**src/rtl/bit_scan_unit.sv**
```systemverilog
// ---------------------------------------------------------------------------
// bit_scan_unit
//
// Sequential lowest-first set-bit scanner. A WIDTH-bit vector is accepted
// over a valid/ready handshake. The block then emits the indices of its set
// bits one output beat at a time, starting with the lowest. In FIRST mode
// only one beat is produced. In ALL mode there is one beat per set bit. An
// empty vector always produces exactly one "not found" beat.
//
// Parameters
//    WIDTH  bits in the scanned vector (2..64)
//    IDX_W  width of out_idx / out_seq, 2**IDX_W >= WIDTH
//
// Ports
//    clk        rising-edge clock
//    reset      asynchronous, active-high reset
//    in_valid   in_vec / in_mode valid
//    in_ready   block can accept a vector (only while idle)
//    in_vec     vector to scan
//    in_mode    0 = FIRST (one result), 1 = ALL (every set bit)
//    out_valid  result beat valid
//    out_ready  consumer accepts the beat
//    out_idx    index of the lowest remaining set bit (0 when none)
//    out_found  out_idx refers to a real set bit
//    out_last   final beat for the current vector
//    out_seq    0-based beat number within the current vector
// ---------------------------------------------------------------------------
module bit_scan_unit #(
   parameter int WIDTH = 6,
   parameter int IDX_W = 3
) (
   input  logic             clk,
   input  logic             reset,
   input  logic             in_valid,
   output logic             in_ready,
   input  logic [WIDTH-1:0] in_vec,
   input  logic             in_mode,
   output logic             out_valid,
   input  logic             out_ready,
   output logic [IDX_W-1:0] out_idx,
   output logic             out_found,
   output logic             out_last,
   output logic [IDX_W-1:0] out_seq
);

   typedef enum logic {
      IDLE = 1'b0,
      BUSY = 1'b1
   } state_t;

   state_t             state_q, state_d;
   logic [WIDTH-1:0]   vec_q, vec_d;
   logic               mode_q, mode_d;
   logic [IDX_W-1:0]   seq_q, seq_d;

   logic [IDX_W-1:0]   scanIdx;
   logic               anySet;
   logic               singleSet;
   logic               lastBeat;
   logic [WIDTH-1:0]   vecMinusOne;

   // Priority chain over the remaining bits. Walking from the top down and
   // overwriting on every set bit leaves the lowest set index at the end,
   // and the loop elaborates for any legal WIDTH.
   always_comb begin
      scanIdx = '0;
      for (int i = WIDTH - 1; i >= 0; i--) begin
         if (vec_q[i]) begin
            scanIdx = IDX_W'(i);
         end
      end
   end

   // v & (v-1) clears the lowest set bit. The same term is zero exactly
   // when at most one bit is set, which gives the single-bit test for free.
   always_comb begin
      vecMinusOne = vec_q - WIDTH'(1);
      anySet      = |vec_q;
      singleSet   = anySet && ((vec_q & vecMinusOne) == '0);
      lastBeat    = ~anySet | ~mode_q | singleSet;
   end

   // State, vector, mode and beat counter. The reset also abandons any scan
   // in progress.
   always_ff @(posedge clk or posedge reset) begin
      if (reset) begin
         state_q <= IDLE;
         vec_q   <= '0;
         mode_q  <= 1'b0;
         seq_q   <= '0;
      end else begin
         state_q <= state_d;
         vec_q   <= vec_d;
         mode_q  <= mode_d;
         seq_q   <= seq_d;
      end
   end

   // Next-state logic. Idle only listens for a vector. Busy only listens for
   // the consumer, so input changes during a scan have no effect.
   always_comb begin
      state_d = state_q;
      vec_d   = vec_q;
      mode_d  = mode_q;
      seq_d   = seq_q;
      unique case (state_q)
         IDLE: begin
            if (in_valid) begin
               vec_d   = in_vec;
               mode_d  = in_mode;
               seq_d   = '0;
               state_d = BUSY;
            end
         end
         BUSY: begin
            if (out_ready) begin
               if (lastBeat) begin
                  vec_d   = '0;
                  seq_d   = '0;
                  state_d = IDLE;
               end else begin
                  vec_d = vec_q & vecMinusOne;
                  seq_d = seq_q + IDX_W'(1);
               end
            end
         end
         default: begin
            state_d = IDLE;
         end
      endcase
   end

   // The outputs depend only on registered state. in_ready is also masked
   // by reset, because the reset value of the state would otherwise
   // advertise readiness while reset is still asserted.
   always_comb begin
      in_ready  = (state_q == IDLE) && !reset;
      out_valid = (state_q == BUSY);
      out_idx   = out_valid ? scanIdx : '0;
      out_found = out_valid & anySet;
      out_last  = out_valid & lastBeat;
      out_seq   = seq_q;
   end

endmodule
```
**config.mk**
```make
export PLATFORM = sky130hd
export DESIGN_NAME = bit_scan_unit
export DESIGN_NICKNAME = d
export VERILOG_FILES = /design/src/rtl/bit_scan_unit.sv
export SDC_FILE = /design/constraint.sdc
export NUM_CORES = 1
export LEC_CHECK = 0
export BUFFER_PORTS_ARGS = -buffer_cell sky130_fd_sc_hd__buf_4
export CAP_MARGIN = 20
export CORE_MARGIN = 2
export CORE_UTILIZATION = 35
export CTS_BUF_LIST = sky130_fd_sc_hd__clkbuf_4 sky130_fd_sc_hd__clkbuf_8
export DETAILED_ROUTE_END_ITERATION = 7
export GPL_TIMING_DRIVEN = 0
export SYNTH_ARGS = -nofsm -noshare
export SYNTH_HDL_FRONTEND = slang
export SYNTH_SLANG_ARGS = --single-unit
```
**constraint.sdc**
```tcl
create_clock -name clk -period 3.2 [get_ports clk]
set_clock_uncertainty 0.05 [all_clocks]
set_input_delay 0.8 -clock clk [delete_from_list [all_inputs] [get_ports clk]]
set_output_delay 0.8 -clock clk [all_outputs]
set_load 0.05 [all_outputs]
```
==> summary.md <==
| Metric | Value |
|---|---|
| Status | `finished, final reports clean` |
| Top FF cell, synth | `dfrtp_1` |
| PostCTS Resize Cnt | `0` |
| Congestion Overflow GR | `0` |
| FMAX | `352.1 MHz` |
| GRT Util Overall | `0.1889` |
| Post-route ant nets | `0` |
| CP max stage cell | `o41ai_1` |
| MaxCap Viol Count | `0` |
| Gate power share | `0.678` |
| Met1 usage | `0.2315` |
| Share of cells above drive strength 1 | `0.3333` |
| CTS tree | `built` |
| Hpwl dp | `1.210 mm` |
| Synth cell types | `32` |
| Pleak | `0.4048 nW` |
| FFs w/ async S/R, synth | `1.000` |
| Iteration count of the initial detailed-routing pass | `4` |
| Drt initial violations | `10` |
| Total power | `1.080 mW` |
| Maximum clock path buffer count | `2` |
| Switching Share | `0.5394` |
| Antenna fix cells | `0` |
| I/O pin cnt | `21` |
| Gpl congestion | `0.7106` |
| First-pass GRT wire length | `2.870 mm` |
| Post-CTS Setup Inserts | `0` |
| CP Launch Type | `flip-flop` |
| Syn_area_per_cell | `8.942 um2` |
| Most common cell after layout, fill and taps aside | `buf_4` |
| Count of final setup violators | `0` |
| Port buffer count | `20` |
| Slowest cell delay on critical path | `410 ps` |
| Rows | `15` |
| Worst skew pair latency | `280 ps` |
| Met2 usage | `0.2960` |
| Warnings from Yosys | `0` |
| Crit-path cells | `buf_2 -> o41ai_1 -> o311ai_2 -> nand2_2 -> and2_1 -> buf_4` |
| Final-report hold violation count | `0` |
| Synthesis-to-finish area growth | `31.53%` |
| Via count | `660` |
| Share of Yosys cell area claimed by the top area cell type | `0.4104` |
| Core Region | `1764 um2` |
| TritonCTS buffer count | `3` |
| Vias in the first global route | `632` |
| Final WL | `1.643 mm` |
| Number of flops mapped to enable cells by yosys | `0` |
| CP endpoint kind | `output pin` |
| Reg power frac | `0.221` |
| CTS Hold Bufs | `0` |
| Post-Syn Area | `670.6 um2` |
| Die area | `2282 um2` |
| Cell area power density | `1224 nW/um2` |
| Remaining DRCs | `0` |
| Cell family contributing the most delay on the critical path | `compound AO/OA/AOI/OAI gates` |
| H-tree depth | `1` |
| Arr. time, crit path | `1990 ps` |
| Ranking of synthesized cells by area | `dfrtp_1, o21ai_0, a22oi_1` |
| Syn Nets | `87` |
| Met3 Usage GRT | `0.06038` |
| RSZ-0062 raised after global routing | `false` |
| Initial Util | `0.3801` |
| Worst path required time | `2350 ps` |
| Synth Instances | `75` |
| Vias/cell | `5.323` |
| CP bufs+invs | `2` |
| Clock transition at path regs | `80 ps` |
| Clock root cell | `clkbuf_4` |
| Die height | `47.78 um` |
| Post-Route Setup TNS | `0 ps` |
| Final net count | `112` |
| Most Used Layer, Global Route | `met2` |
| Final max-slew violation count | `0` |
| Initial antenna violation count | `0` |
| Crit Path Category | `reg -> out` |
| Yosys reg bits | `11` |
| Clock share of power | `0.101` |
| Most frequent cells in the layout | `buf_4, dfrtp_1, o21ai_0` |
| Clk sinks | `11` |
| Worst vdd ir | `0.5449 mV` |
| Die Wd | `47.78 um` |
| Fin crit share | `0.8874` |
| Largest net degree at the start of global routing | `12` |
| Slew @ Worst Pin | `437.1 ps` |
| Routed wire per std cell | `13.25 um` |
| Seq/Total Area, Yosys | `0.4104` |
| Internal | `0.4975 mW` |
| Crit Path Max Fanout | `10` |
| Hold Path Class | `in -> async` |
| Worst slew margin | `0.7083` |
| Period minus WS final | `2840 ps` |
| Cell taking the most area after synthesis | `dfrtp_1` |
| Sw Pwr | `0.5825 mW` |
## sequential cells by signal (all words and copies together), names as in the netlist
register   cells
mode_q         1
out_seq        3
vec_q          6
out_valid      1
## power groups by stage
| stage | combinational [mW] | clock (mW) | sequential (mW) |
|---|---|---|---|
| 3_5_place_dp | 0.736 | 0 | 0.243 |
| 2_1_floorplan | 0.508 | 0 | 0.277 |
| 5_1_grt | 0.801 | 0.117 | 0.250 |
| 3_3_place_gp | 0.728 | 0 | 0.242 |
| 6_report | 0.732 | 0.109 | 0.239 |
| 4_1_cts | 0.737 | 0.112 | 0.240 |
## final timing paths
path                       depth (start not counted)         end        from  slack, ps
min reg2reg                                        1  out_seq[0]  out_seq[0]        470
max in group asynchronous                          2  out_seq[2]       reset       2320
max reg2reg                                        5    vec_q[3]    vec_q[0]       1550
max                                                6    out_last    vec_q[0]        360
min in group clk                                   1  out_seq[0]  out_seq[0]        470
min                                                2  out_seq[1]       reset        470
## final cells by class
class | instances | area, um2
Fill cell | 186 | 882.1
Tap cell | 25 | 31.28
Clock buffer | 4 | 30.03
Multi-Input combinational cell | 53 | 341.6
Buffer | 7 | 38.79
Sequential cell | 11 | 275.3
Timing Repair Buffer | 20 | 150.1
Inverter | 4 | 15.01
## cells by family (layout without fill, tap and decap cells)
logic type | after synthesis | after routing | share of synthesized area
AO/OA/AOI/OAI | 26 | 26 | 0.2743
AND/OR/NAND/NOR | 25 | 25 | 0.1996
flip-flops | 11 | 11 | 0.4104
buffers and inverters | 11 | 35 | 0.08022
adder cells (fa/ha/maj) | 1 | 1 | 0.01865
multiplexers | 1 | 1 | 0.01679
## synthesized netlist by cell type, types with 2 or more instances
master / number
nor2_1: 3
o21ai_0: 8
nand2_1: 6
buf_2: 4
nand3_1: 2
a21oi_1: 2
or4_1: 2
clkbuf_1: 2
inv_1: 4
nor3b_1: 2
a22oi_1: 3
nor3_1: 4
o211ai_1: 3
and2_1: 2
dfrtp_1: 11
## metrics by stage
stage | utilization | cell area, um2 | worst slack (ps) | std cells | hold WS, ps
2_1_floorplan | - | 670.6 | 338.5 | 75 | 478.0
3_3_place_gp | 0.4830 | 852.1 | 678.5 | 120 | 454.8
3_5_place_dp | 0.4830 | 852.1 | 678.5 | 120 | 458.7
4_1_cts | 0.5000 | 882.1 | 365.6 | 124 | 474.8
5_1_grt | 0.5000 | 882.1 | 167.4 | 124 | 514.1
6_report | 0.5000 | 882.1 | 360.2 | 124 | 469.3
## metal layers
| metal | wire (um) | vias up | part of all wire |
|---|---|---|---|
| met5 | 0 | - | 0 |
| met4 | 32 | 0 | 0.019 |
| met3 | 99 | 6 | 0.060 |
| met2 | 806 | 20 | 0.49 |
| met1 | 704 | 306 | 0.43 |
| li1 | - | 328 | - |
(Power assumes the default switching activity.)
